`config.mk`:
```
export PLATFORM = sky130hd
export DESIGN_NAME = alu_share_arb_flat
export DESIGN_NICKNAME = d
export VERILOG_FILES = /design/src/rtl/alu_share_arb_if.sv /design/src/rtl/alu_share_arb.sv /design/src/flat_wrapper.sv
export SDC_FILE = /design/constraint.sdc
export NUM_CORES = 1
export LEC_CHECK = 0
export CAP_MARGIN = 5
export CORE_AREA = 2 2 151 153
export DETAILED_ROUTE_END_ITERATION = 12
export DIE_AREA = 0 0 153 155
export PLACE_DENSITY_LB_ADDON = 0.1
export SLEW_MARGIN = 15
export SYNTH_ARGS = -nofsm -noshare
export SYNTH_HDL_FRONTEND = slang
export SYNTH_SLANG_ARGS = --single-unit
```
`constraint.sdc`:
```
create_clock -name clk -period 1.7 [get_ports clk]
set_clock_uncertainty 0.2 [all_clocks]
set_input_delay 0.255 -clock clk [delete_from_list [all_inputs] [get_ports clk]]
set_output_delay 0.255 -clock clk [all_outputs]
set_load 0.02 [all_outputs]
```
`src/rtl/alu_share_arb_if.sv`:
```
// Bundle of request, shared-ALU and response signals for alu_share_arb.
// The arbiter uses the slave modport; a requester/ALU/consumer environment
// uses the master modport.
interface alu_share_arb_if #(
    parameter int TAG_W = 4
);
    // requester 0 (EXE pipeline)
    logic             r0_valid;
    logic             r0_ready;
    logic [3:0]       r0_opc;
    logic             r0_sel_pc;
    logic [31:0]      r0_pc;
    logic [31:0]      r0_reg1;
    logic [31:0]      r0_src2;
    logic [TAG_W-1:0] r0_tag;

    // requester 1 (auxiliary address/compare unit)
    logic             r1_valid;
    logic             r1_ready;
    logic [3:0]       r1_opc;
    logic             r1_sel_pc;
    logic [31:0]      r1_pc;
    logic [31:0]      r1_reg1;
    logic [31:0]      r1_src2;
    logic [TAG_W-1:0] r1_tag;

    // shared combinational ALU
    logic [3:0]       alu_opc;
    logic             alu_sel_pc;
    logic [31:0]      alu_pc;
    logic [31:0]      alu_reg1;
    logic [31:0]      alu_src2;
    logic [31:0]      alu_result;

    // response channel
    logic             rsp_valid;
    logic             rsp_ready;
    logic             rsp_id;
    logic [TAG_W-1:0] rsp_tag;
    logic [31:0]      rsp_data;

    modport slave (
        input  r0_valid, r0_opc, r0_sel_pc, r0_pc, r0_reg1, r0_src2, r0_tag,
        output r0_ready,
        input  r1_valid, r1_opc, r1_sel_pc, r1_pc, r1_reg1, r1_src2, r1_tag,
        output r1_ready,
        output alu_opc, alu_sel_pc, alu_pc, alu_reg1, alu_src2,
        input  alu_result,
        output rsp_valid, rsp_id, rsp_tag, rsp_data,
        input  rsp_ready
    );

    modport master (
        output r0_valid, r0_opc, r0_sel_pc, r0_pc, r0_reg1, r0_src2, r0_tag,
        input  r0_ready,
        output r1_valid, r1_opc, r1_sel_pc, r1_pc, r1_reg1, r1_src2, r1_tag,
        input  r1_ready,
        input  alu_opc, alu_sel_pc, alu_pc, alu_reg1, alu_src2,
        output alu_result,
        input  rsp_valid, rsp_id, rsp_tag, rsp_data,
        output rsp_ready
    );
endinterface

```
`src/rtl/alu_share_arb.sv`:
```
// Round-robin arbiter sharing one combinational RV32I ALU between the EXE
// pipeline (requester 0) and an auxiliary address/compare unit (requester 1).
// The granted request drives the ALU; its result is captured in a single
// response register so a result appears exactly one cycle after acceptance.
// Optional macro ALU_ARB_STATS_EN adds accept/stall counters.
module alu_share_arb #(
    parameter int TAG_W = 4
) (
    input  logic        clk,
    input  logic        reset,
    alu_share_arb_if.slave bus
`ifdef ALU_ARB_STATS_EN
    ,
    output logic [31:0] stat_gnt0,
    output logic [31:0] stat_gnt1,
    output logic [31:0] stat_stall
`endif
);

    logic             rsp_valid_reg;
    logic             rsp_id_reg;
    logic [TAG_W-1:0] rsp_tag_reg;
    logic [31:0]      rsp_data_reg;
    logic             last_grant_reg;

    logic             can_issue;
    logic             has_grant;
    logic             gnt;
    logic             accept;
    logic [TAG_W-1:0] gnt_tag;

    // Output stage is free when empty or being drained this cycle.
    assign can_issue = !rsp_valid_reg || bus.rsp_ready;

    // Round-robin grant: contention goes to whoever did not win last.
    always_comb begin
        has_grant = bus.r0_valid | bus.r1_valid;
        gnt       = 1'b0;
        if (bus.r0_valid && bus.r1_valid)
            gnt = ~last_grant_reg;
        else if (bus.r1_valid)
            gnt = 1'b1;
    end

    // Readies are held low during reset so nothing is accepted then.
    assign accept       = reset && can_issue && has_grant;
    assign bus.r0_ready = accept && !gnt;
    assign bus.r1_ready = accept && gnt;
    assign gnt_tag      = gnt ? bus.r1_tag : bus.r0_tag;

    // Mux the granted request onto the ALU even while stalled; zeros otherwise.
    always_comb begin
        bus.alu_opc    = 4'd0;
        bus.alu_sel_pc = 1'b0;
        bus.alu_pc     = 32'd0;
        bus.alu_reg1   = 32'd0;
        bus.alu_src2   = 32'd0;
        if (has_grant) begin
            if (gnt) begin
                bus.alu_opc    = bus.r1_opc;
                bus.alu_sel_pc = bus.r1_sel_pc;
                bus.alu_pc     = bus.r1_pc;
                bus.alu_reg1   = bus.r1_reg1;
                bus.alu_src2   = bus.r1_src2;
            end else begin
                bus.alu_opc    = bus.r0_opc;
                bus.alu_sel_pc = bus.r0_sel_pc;
                bus.alu_pc     = bus.r0_pc;
                bus.alu_reg1   = bus.r0_reg1;
                bus.alu_src2   = bus.r0_src2;
            end
        end
    end

    // Response register: load on accept (replacing a drained entry in the
    // same edge), clear valid on a plain drain, otherwise hold.
    always_ff @(posedge clk or negedge reset) begin
        if (!reset) begin
            rsp_valid_reg  <= 1'b0;
            rsp_id_reg     <= 1'b0;
            rsp_tag_reg    <= '0;
            rsp_data_reg   <= 32'd0;
            last_grant_reg <= 1'b1;
        end else if (accept) begin
            rsp_valid_reg  <= 1'b1;
            rsp_id_reg     <= gnt;
            rsp_tag_reg    <= gnt_tag;
            rsp_data_reg   <= bus.alu_result;
            last_grant_reg <= gnt;
        end else if (rsp_valid_reg && bus.rsp_ready) begin
            rsp_valid_reg  <= 1'b0;
        end
    end

    assign bus.rsp_valid = rsp_valid_reg;
    assign bus.rsp_id    = rsp_id_reg;
    assign bus.rsp_tag   = rsp_tag_reg;
    assign bus.rsp_data  = rsp_data_reg;

`ifdef ALU_ARB_STATS_EN
    // Wrapping counters of accepts per requester and of stalled request cycles.
    always_ff @(posedge clk or negedge reset) begin
        if (!reset) begin
            stat_gnt0  <= 32'd0;
            stat_gnt1  <= 32'd0;
            stat_stall <= 32'd0;
        end else begin
            if (accept && !gnt)
                stat_gnt0 <= stat_gnt0 + 32'd1;
            if (accept && gnt)
                stat_gnt1 <= stat_gnt1 + 32'd1;
            if (has_grant && !accept)
                stat_stall <= stat_stall + 32'd1;
        end
    end
`endif

endmodule

```
`src/flat_wrapper.sv`:
```
// flat-port wrapper written by rule: the top's interface ports become plain ports
module alu_share_arb_flat 
#(
    parameter int TAG_W = 4
)
  (clk, reset, bus_r0_valid, bus_r0_opc, bus_r0_sel_pc, bus_r0_pc, bus_r0_reg1, bus_r0_src2, bus_r0_tag, bus_r0_ready, bus_r1_valid, bus_r1_opc, bus_r1_sel_pc, bus_r1_pc, bus_r1_reg1, bus_r1_src2, bus_r1_tag, bus_r1_ready, bus_alu_opc, bus_alu_sel_pc, bus_alu_pc, bus_alu_reg1, bus_alu_src2, bus_alu_result, bus_rsp_valid, bus_rsp_id, bus_rsp_tag, bus_rsp_data, bus_rsp_ready);
  alu_share_arb_if #(.TAG_W(TAG_W)) bus_i ();
  input  logic clk;
  input  logic reset;
  input wire logic [$bits(bus_i.r0_valid)-1:0] bus_r0_valid;
  input wire logic [$bits(bus_i.r0_opc)-1:0] bus_r0_opc;
  input wire logic [$bits(bus_i.r0_sel_pc)-1:0] bus_r0_sel_pc;
  input wire logic [$bits(bus_i.r0_pc)-1:0] bus_r0_pc;
  input wire logic [$bits(bus_i.r0_reg1)-1:0] bus_r0_reg1;
  input wire logic [$bits(bus_i.r0_src2)-1:0] bus_r0_src2;
  input wire logic [$bits(bus_i.r0_tag)-1:0] bus_r0_tag;
  output wire logic [$bits(bus_i.r0_ready)-1:0] bus_r0_ready;
  input wire logic [$bits(bus_i.r1_valid)-1:0] bus_r1_valid;
  input wire logic [$bits(bus_i.r1_opc)-1:0] bus_r1_opc;
  input wire logic [$bits(bus_i.r1_sel_pc)-1:0] bus_r1_sel_pc;
  input wire logic [$bits(bus_i.r1_pc)-1:0] bus_r1_pc;
  input wire logic [$bits(bus_i.r1_reg1)-1:0] bus_r1_reg1;
  input wire logic [$bits(bus_i.r1_src2)-1:0] bus_r1_src2;
  input wire logic [$bits(bus_i.r1_tag)-1:0] bus_r1_tag;
  output wire logic [$bits(bus_i.r1_ready)-1:0] bus_r1_ready;
  output wire logic [$bits(bus_i.alu_opc)-1:0] bus_alu_opc;
  output wire logic [$bits(bus_i.alu_sel_pc)-1:0] bus_alu_sel_pc;
  output wire logic [$bits(bus_i.alu_pc)-1:0] bus_alu_pc;
  output wire logic [$bits(bus_i.alu_reg1)-1:0] bus_alu_reg1;
  output wire logic [$bits(bus_i.alu_src2)-1:0] bus_alu_src2;
  input wire logic [$bits(bus_i.alu_result)-1:0] bus_alu_result;
  output wire logic [$bits(bus_i.rsp_valid)-1:0] bus_rsp_valid;
  output wire logic [$bits(bus_i.rsp_id)-1:0] bus_rsp_id;
  output wire logic [$bits(bus_i.rsp_tag)-1:0] bus_rsp_tag;
  output wire logic [$bits(bus_i.rsp_data)-1:0] bus_rsp_data;
  input wire logic [$bits(bus_i.rsp_ready)-1:0] bus_rsp_ready;
  assign bus_i.r0_valid = bus_r0_valid;
  assign bus_i.r0_opc = bus_r0_opc;
  assign bus_i.r0_sel_pc = bus_r0_sel_pc;
  assign bus_i.r0_pc = bus_r0_pc;
  assign bus_i.r0_reg1 = bus_r0_reg1;
  assign bus_i.r0_src2 = bus_r0_src2;
  assign bus_i.r0_tag = bus_r0_tag;
  assign bus_r0_ready = bus_i.r0_ready;
  assign bus_i.r1_valid = bus_r1_valid;
  assign bus_i.r1_opc = bus_r1_opc;
  assign bus_i.r1_sel_pc = bus_r1_sel_pc;
  assign bus_i.r1_pc = bus_r1_pc;
  assign bus_i.r1_reg1 = bus_r1_reg1;
  assign bus_i.r1_src2 = bus_r1_src2;
  assign bus_i.r1_tag = bus_r1_tag;
  assign bus_r1_ready = bus_i.r1_ready;
  assign bus_alu_opc = bus_i.alu_opc;
  assign bus_alu_sel_pc = bus_i.alu_sel_pc;
  assign bus_alu_pc = bus_i.alu_pc;
  assign bus_alu_reg1 = bus_i.alu_reg1;
  assign bus_alu_src2 = bus_i.alu_src2;
  assign bus_i.alu_result = bus_alu_result;
  assign bus_rsp_valid = bus_i.rsp_valid;
  assign bus_rsp_id = bus_i.rsp_id;
  assign bus_rsp_tag = bus_i.rsp_tag;
  assign bus_rsp_data = bus_i.rsp_data;
  assign bus_i.rsp_ready = bus_rsp_ready;
  alu_share_arb #(.TAG_W(TAG_W)) u_core (.clk(clk), .reset(reset), .bus(bus_i));
endmodule
```
; ---- Yosys cells after proc, flatten, opt, wreduce, memory -nomap -nowiden
; Cells that the tools add are included.
; W data, S select, Z words.
[classes]
n_mux = 15
bitwise_logic = 2
n_reduce_logical = 10
[ops]
columns = op, n
row1 = $mux W32, 6
row2 = $mux W4, 3
row3 = $logic_and A1 B1 Y1, 6
row4 = $mux W1, 6
row5 = $logic_not A1 Y1, 2
row6 = $reduce_bool A2 Y1, 1
row7 = $logic_or A1 B1 Y1, 1
row8 = $not A1 Y1, 1
row9 = $or A1 B1 Y1, 1
[word_totals]
ff_bits = 39
input_bits = 247
output_inout_bits = 141
elab_cells = 32

; ---- Longest topological paths before layout
; Gate-level depths: netlist of run 1.
[logic_depth]
ltp_word = 5
ltp_mapped = 7
mapped_depth_nobuf = 3

; ---- Worst setup path after synthesis of run 1
; Ideal clock, no wire load.
[synth_path]
kind = register -> output
startpoint = register u_core.last_grant_reg
endpoint = output bus_alu_opc[3]
arrival_time_ns = 1.515
setup_slack_ns = -0.270
path_stages_with_launch = 6
n_path_buf = 3
path_cell_list = dfstp_2 -> a21boi_1 -> buf_4 -> buf_6 -> buf_4 -> o21ai_0
[synth_via]
elab_chain_cells = 4
[synth_lines]
columns = element, line
row1 = start: declaration, alu_share_arb.sv:24  ; logic last_grant_reg;
row2 = start signal: assignment, alu_share_arb.sv:89  ; last_grant_reg <= gnt;
row3 = $not A1 Y1, alu_share_arb.sv:40  ; gnt = ~last_grant_reg;
row4 = $mux W1, alu_share_arb.sv:39  ; if (bus.r0_valid && bus.r1_valid)
row5 = $mux W4, alu_share_arb.sv:59  ; if (gnt) begin
row6 = $mux W4, alu_share_arb.sv:58  ; if (has_grant) begin
row7 = end: declaration, flat_wrapper.sv:26  ; output wire logic [$bits(bus_i.alu_opc)-1:0] bus_alu_opc;
; No other way between the ends.

; ---- Worst setup path after layout of run 1
[layout_path]
startpoint = register u_core.last_grant_reg
endpoint = output bus_alu_src2[30]
[layout_via]
elab_chain_cells = 4
[layout_lines]
columns = element, line
row1 = $not A1 Y1, alu_share_arb.sv:40
row2 = $mux W1, alu_share_arb.sv:39
row3 = $mux W32, alu_share_arb.sv:59
row4 = $mux W32, alu_share_arb.sv:58
row5 = end: declaration, flat_wrapper.sv:30  ; output wire logic [$bits(bus_i.alu_src2)-1:0] bus_alu_src2;
; No other way between the ends.

==> results of run 1 <==
==> critical path, cell delays in order (launching register included) <==
cell	delay (ns)
dfstp_2	0.55
a21boi_4	0.09
clkbuf_16	0.20
buf_12	0.16
buf_4	0.13
o21ai_2	0.15
buf_6	0.14
==> layer usage <==
layer  track usage [%]  vias up
li1                  -     2333
met2              28.4      187
met1              18.1     2238
met5                 0        -
met3              3.65       15
met4              3.00        2
==> repair_timing <==
item / CTS / global route
endpoints found under the setup margin: 172 / 153
cloned: 8 / 3
setup buffers: 25 / 27
hold buffers: 1 / 0
hold endpoints to repair: 38 / 0
resized for setup: 686 / 165
pin swaps: 25 / 53
==> layout by cell type (no fill, tap or decap), types with 10 or more instances in the layout <==
cell type	Yosys	final
nand2_2	0	18
buf_12	0	25
dlymetal6s2s_1	0	13
clkbuf_16	0	10
nand2_4	0	55
o21ai_4	0	54
buf_8	0	14
dlygate4sd2_1	0	27
clkdlybuf4s50_1	0	242
buf_6	1	124
dfrtp_1	38	38
mux2_2	36	32
o21ai_2	0	40
nand2_1	202	129
buf_4	6	32
==> per-stage QoR <==
stage | power, W | instance area [µm²] | TNS, ns
finish | 0.00638 | 9980 | -41.83
global route | 0.00670 | 9980 | -49.91
CTS | 0.00613 | 9220 | -49.15
detailed placement | 0.00457 | 8230 | -107.76
global placement | 0.00455 | 8230 | -105.66
floorplan | 0.00274 | 3730 | -2.93
==> power by group <==
group / internal, W / switching [W]
Combinational: 0.00225 / 0.00184
Clock: 0.000729 / 0.000365
Sequential: 0.00111 / 0.0000894
==> worst min-delay path by stage <==
stage | startpoint | to | slack, ns | depth (start not counted)
6_report | bus_rsp_ready | u_core.bus.rsp_valid$_DFFE_PN0P_ | 0.04 | 2
5_1_grt | bus_rsp_ready | u_core.bus.rsp_valid$_DFFE_PN0P_ | 0.08 | 2
4_1_cts | reset | u_core.bus.rsp_valid$_DFFE_PN0P_ | 0.19 | 4
3_5_place_dp | reset | u_core.bus.rsp_valid$_DFFE_PN0P_ | 0.19 | 2
3_3_place_gp | reset | u_core.bus.rsp_valid$_DFFE_PN0P_ | 0.19 | 2
2_1_floorplan | reset | u_core.bus.rsp_data[0]$_DFFE_PN0P_ | -0.24 | 0
==> cell families (layout without fill, tap and decap cells) <==
logic type / count (synthesis) / count (layout) / synth area share [%]
other cells: 0 / 1 / 0
flops: 39 / 39 / 33.2
buf+inv: 40 / 498 / 6.55
simple gates: 204 / 204 / 26.2
compound gates: 105 / 105 / 17.9
mux: 42 / 42 / 16.1
==> final cells by class <==
cell class / count / area (µm²) / area share (%)
sequential: 39 / 977 / 9.79
inverter: 2 / 7.51 / 0.0752
tap: 285 / 357 / 3.57
timing repair buffer: 488 / 5420 / 54.3
multi-input combinational: 351 / 3040 / 30.5
antenna: 1 / 2.50 / 0.0251
clock inverter: 2 / 35.0 / 0.351
clock buffer: 6 / 139 / 1.39
==> results.md, run 1 <==
* Unrepaired setup endpoints after global routing: yes
* Syn nets at a little under 700
* Leading post-synthesis cells by cell area: dfrtp_1 (32%), nand2_1 (26%), o21ai_0 (18%)
* Initial antenna violation count at 2
* DR WL met2 at 10500 µm
* CP Max Fanout at 17
* Sink Count at 39
* Post-layout util at 44.9%
* Synth top cells by count: nand2_1 (202), o21ai_0 (103), dfrtp_1 (38)
* DRT Wirelength at 19600 µm
* Clk buf depth at 2
* Clock root buffer: clkbuf_16
* Worst-Skew Late Latency at between 0.2 and 0.3 ns
* Achievable Freq at about 0.46 GHz
* Post-route minimum period at 2.17 ns
* Total track usage at 15.3%
* GPL Wtd Cong at 0.829
* Final Hold Fails at 0
* Dominant synthesized flop cell: dfrtp_1
* Drc violations at 0
* Maxcap violations at 0
* CTS tree: built
* Pins Over Slew Limit at 0
* Failing checks: negative setup slack
* Cell row count at between 50 and 60
* Mapped Avg Cell Area at 6.84 µm²
* Critical Path Source Type: flop
* Setup WS pre-CTS at -0.956 ns
* P_leak at between 4 and 5 nW
* Area leader, netlist: dfrtp_1
* CP Capture Type: output port
* Crit path required time at 1.24 ns
* Flops & latches, synth at 39
* Final setup viols at ~110
* Vias in the first global route at between 4000 and 5000
* Nets@finish at 1134
* Capture point of the worst path: bus_alu_src2[30]
* Worst-Margin Slew at 0.507 ns
* Fin crit share at 128%
* Wirelength per Cell at 16.7 µm
* Non-Filler Instances at 1174
* Largest register FFs at 32
* Pwr/cell area at 640 nW/µm²
* Critical R2R Capture: u_core.bus.rsp_tag[3]$_DFFE_PN0P_
* First-pass GRT wire length at 29000 µm
* Iteration-0 DRC Markers at roughly 140
* Top-count cell post-synth: nand2_1
* Die height at 155 µm
* I/O pin count at 388
* Routed met3 length at 1260 µm
* Mapped cell area at 2940 µm²
* Worst hold path type: in2reg
* Syn. warnings at 0
* Synth Instances at 430
* Post-synth EDFFs at 0
* 1st-pass router iterations at 4
* Port bufs at 387
* Status: finished, violations left
* Vias at 4775
* Fillers at 2162
* Pin count of the biggest net entering global routing at 40
* Worst Hold Slack at 0.0414 ns
* Top sig layer: met5
* FF-to-FF path depth at 7
* Sequential area share after synthesis at between 30% and 40%
* Remaining Overflow, GRT at 0
* Layout Area Growth over Synthesis at 239%
* DR vias/cell at 4.07
* Clock transition at path regs at around 0.060 ns
* Met1 Wirelength at 7540 µm
* Post-synthesis cell type count at 15
* Num CTS Buffers at 5
* Dpl cells at 1110
* Worst setup path start: u_core.last_grant_reg$_DFFE_PN1P_
* Core Box Area at 22200 µm²
* Proportion of layout cells with a drive suffix above 1 at 47.7%
* Post-DP HPWL at 14900 µm
* Peak supply drop at 530 µV
* CP Class: reg2out
* Worst setup margin at -0.472 ns
* Initial core utilization at 13.2%
* DRT antenna net count at 0
* Worst reg2reg setup slack at -0.38 ns
* Rel. slew slack at about two thirds
* Post-synth top area share at 32.3%
* Synth async-reset ratio at 100%
* H-tree lvl count at 2
* Data arrival time of the critical path at 1.72 ns
* Total die area at ~24000 µm²
* Die width at 153 µm
* Worst flop-to-flop path startpoint: u_core.last_grant_reg$_DFFE_PN1P_
No activity file was read; power rests on OpenSTA's default activity.
==> run 2: changes to the inputs <==
==> constraint.sdc (replaced) <==
create_clock -name clk -period 2.2 [get_ports clk]
set_clock_uncertainty 0.2 [all_clocks]
set_input_delay 0.33 -clock clk [delete_from_list [all_inputs] [get_ports clk]]
set_output_delay 0.33 -clock clk [all_outputs]
set_load 0.02 [all_outputs]
==> results.md, run 2 (same netlist as run 1, synthesis figures left out) <==
* Status: finished, violations left
* Failing checks: negative hold slack, negative setup slack
* Flop pwr share at 22.4% (+3.7 points)
* DRT Wirelength at 20200 µm (+3.2%)
* Drc violations at 0 (unchanged)
* Comb power frac at 60.9% (-3.2 points)
* Port bufs at 387 (unchanged)
* Sink Count at 39 (unchanged)
* Die width at 153 µm (unchanged)
* Remaining Overflow, GRT at 0 (unchanged)
* Switching Fraction at 36.4% (+0.48 points)
* Maxcap violations at 0 (unchanged)
* H-tree lvl count at 2 (unchanged)
* Final Hold Fails at 38 (+38)
* Worst flop-to-flop path startpoint: u_core.last_grant_reg$_DFFE_PN1P_
* Post-route minimum period at 2.32 ns
* Initial core utilization at 13.2% (unchanged)
* Worst-Margin Slew at 0.517 ns (+0.00986 ns)
* Worst hold path type: in2async
* Clock share of power at 16.7% (-0.4 points)
* Worst setup margin at -0.120 ns (+0.353 ns)
* Clock transition at path regs at 0.06 ns (about the same)
* Achievable Freq at 0.431 GHz
* Critical Path Source Type: flop
* Vias in the first global route at 4663 (-4.8%)
* Proportion of layout cells with a drive suffix above 1 at 32.8% (-15 points)
* Worst reg2reg setup slack at -0.02 ns (+0.36 ns)
* Wirelength per Cell at 18.0 µm (+7.8%)
* Core Box Area at 22200 µm² (unchanged)
* Pwr/cell area at 516 nW/µm² (-19%)
* Final setup viols at 22 (-80%)
* Placed Area at 7290 µm² (-11%)
* Unrepaired setup endpoints after global routing: yes
* Internal Power at 0.00264 W (-35%)
* Final instance area at 8060 µm² (-19%)
* DRT antenna net count at 0 (unchanged)
* P_leak at 3.42 nW (-24%)
* Pin count of the biggest net entering global routing at 40 (unchanged)
* Critical R2R Capture: u_core.bus.rsp_tag[0]$_DFFE_PN0P_
* Post-DP HPWL at 15900 µm (+6.9%)
* P_sw at 0.00151 W (-34%)
* DR vias/cell at 4.07 (about the same)
* Fin crit share at 105%
* Iteration-0 DRC Markers at 188 (+39%)
* Commonest cells after routing, fill and taps aside: clkdlybuf4s50_1 (281), nand2_1 (184), buf_4 (75)
* Peak supply drop at 506 µV (-4.5%)
* Most common cell after layout, fill and taps aside: clkdlybuf4s50_1
* CP Max Fanout at 6 (-11)
* Clk buf depth at 2 (unchanged)
* Clock root buffer: clkbuf_16
* Rel. slew slack at 65.5% (-0.66 points)
* Vias at 4571 (-4.3%)
* Worst Hold Slack at -0.0390 ns (-0.0804 ns)
* Worst-Skew Late Latency at 0.28 ns (about the same)
* FF-to-FF path depth at 9 (+2)
* Nets@finish at 1082 (-4.6%)
* Crit path required time at 1.67 ns (+0.43 ns)
* Data arrival time of the critical path at 1.79 ns (+0.07 ns)
* Largest register FFs at 32 (unchanged)
* First-pass GRT wire length at 28900 µm (-0.19%)
* Cell row count at 55 (unchanged)
* CTS tree: built
* Total die area at 23700 µm² (unchanged)
* 1st-pass router iterations at 4 (unchanged)
* CP Class: reg2out
* GPL Wtd Cong at 0.915 (+10%)
* Num CTS Buffers at 5 (unchanged)
* Layout Area Growth over Synthesis at 174%
* Hold-fix buffers, CTS at 0 (-1)
* Total track usage at 15.8% (+0.49 points)
* Pins Over Slew Limit at 0 (unchanged)
* CP Capture Type: output port
* Setup TNS at -0.732 ns (+41.10 ns)
* Initial antenna violation count at 4 (+2)
* Die height at 155 µm (unchanged)
* I/O pin count at 388 (unchanged)
## run 2: how the worst max path moves through the flow
stage,startpoint,depth (start not counted),to
2_1_floorplan,u_core.last_grant_reg$_DFFE_PN1P_,5,bus_alu_opc[3]
3_3_place_gp,bus_r1_valid,7,bus_alu_pc[10]
3_5_place_dp,bus_r1_valid,7,bus_alu_pc[22]
4_1_cts,u_core.last_grant_reg$_DFFE_PN1P_,8,bus_alu_pc[10]
5_1_grt,u_core.last_grant_reg$_DFFE_PN1P_,8,bus_alu_pc[10]
6_report,u_core.last_grant_reg$_DFFE_PN1P_,8,bus_alu_pc[10]
## run 2: through the flow
step | instances | power, W | util (%) | hold slack [ns] | setup slack [ns]
5_1_grt | 1124 | 0.00439 | 36.2 | 0.00248 | -0.178
6_report | 1124 | 0.00415 | 36.2 | -0.0390 | -0.120
4_1_cts | 1119 | 0.00407 | 34.6 | 0.0141 | -0.152
3_3_place_gp | 1095 | 0.00315 | 32.8 | 0.269 | -0.544
3_5_place_dp | 1095 | 0.00316 | 32.8 | 0.283 | -0.586
2_1_floorplan | 430 | 0.00182 | - | -0.166 | 0.155
## run 2: layer usage
layer | track usage [%] | share of wire (%) | vias up
li1 | - | - | 2230
met1 | 18.1 | 38 | 2097
met2 | 28.7 | 51 | 216
met3 | 4.46 | 8.0 | 26
met4 | 4.63 | 2.6 | 2
met5 | 0 | 0.069 | -
## run 2: layout make-up
type	count	area, µm²
diodes	3	7.51
flip-flops and latches	39	977
inverters	2	7.51
well taps	285	357
repair buffers	436	4410
multi-input cells	351	2160
clock buffers	5	125
fillers	2333	14200
clock inverters	3	15.0
## run 2: power by group through the flow
| stage | Clock [W] | Sequential, W | Combinational [W] |
|---|---|---|---|
| 5_1_grt | 0.000759 | 0.000948 | 0.00268 |
| 6_report | 0.000694 | 0.000930 | 0.00253 |
| 2_1_floorplan | 0 | 0.00109 | 0.000731 |
| 3_5_place_dp | 0 | 0.000938 | 0.00222 |
| 3_3_place_gp | 0 | 0.000934 | 0.00222 |
| 4_1_cts | 0.000728 | 0.000932 | 0.00241 |
## run 2: timing repair
item / in CTS / in global routing
gates cloned: 7 / 2
endpoints found under the setup margin: 107 / 102
buffers inserted: 9 / 1
gates resized for setup: 701 / 123
pin swaps: 12 / 7
## run 2: worst max-delay path: stages, from the launching register on
cell and delay [ns]:
dfstp_2 0.56, a21boi_4 0.08, buf_12 0.14, buf_8 0.13
buf_16 0.12, buf_6 0.11, buf_6 0.11, o21ai_4 0.12
buf_6 0.13
==> run 3: changes to the inputs <==
--- a/config.mk
+++ b/config.mk
@@ -9,6 +9,7 @@
 export CORE_AREA = 2 2 151 153
 export DETAILED_ROUTE_END_ITERATION = 12
 export DIE_AREA = 0 0 153 155
+export GPL_ROUTABILITY_DRIVEN = 0
 export PLACE_DENSITY_LB_ADDON = 0.1
 export SLEW_MARGIN = 15
 export SYNTH_ARGS = -nofsm -noshare
==> results of run 3 <==
The final DEF is identical to that of run 2; final timing and power are the same.
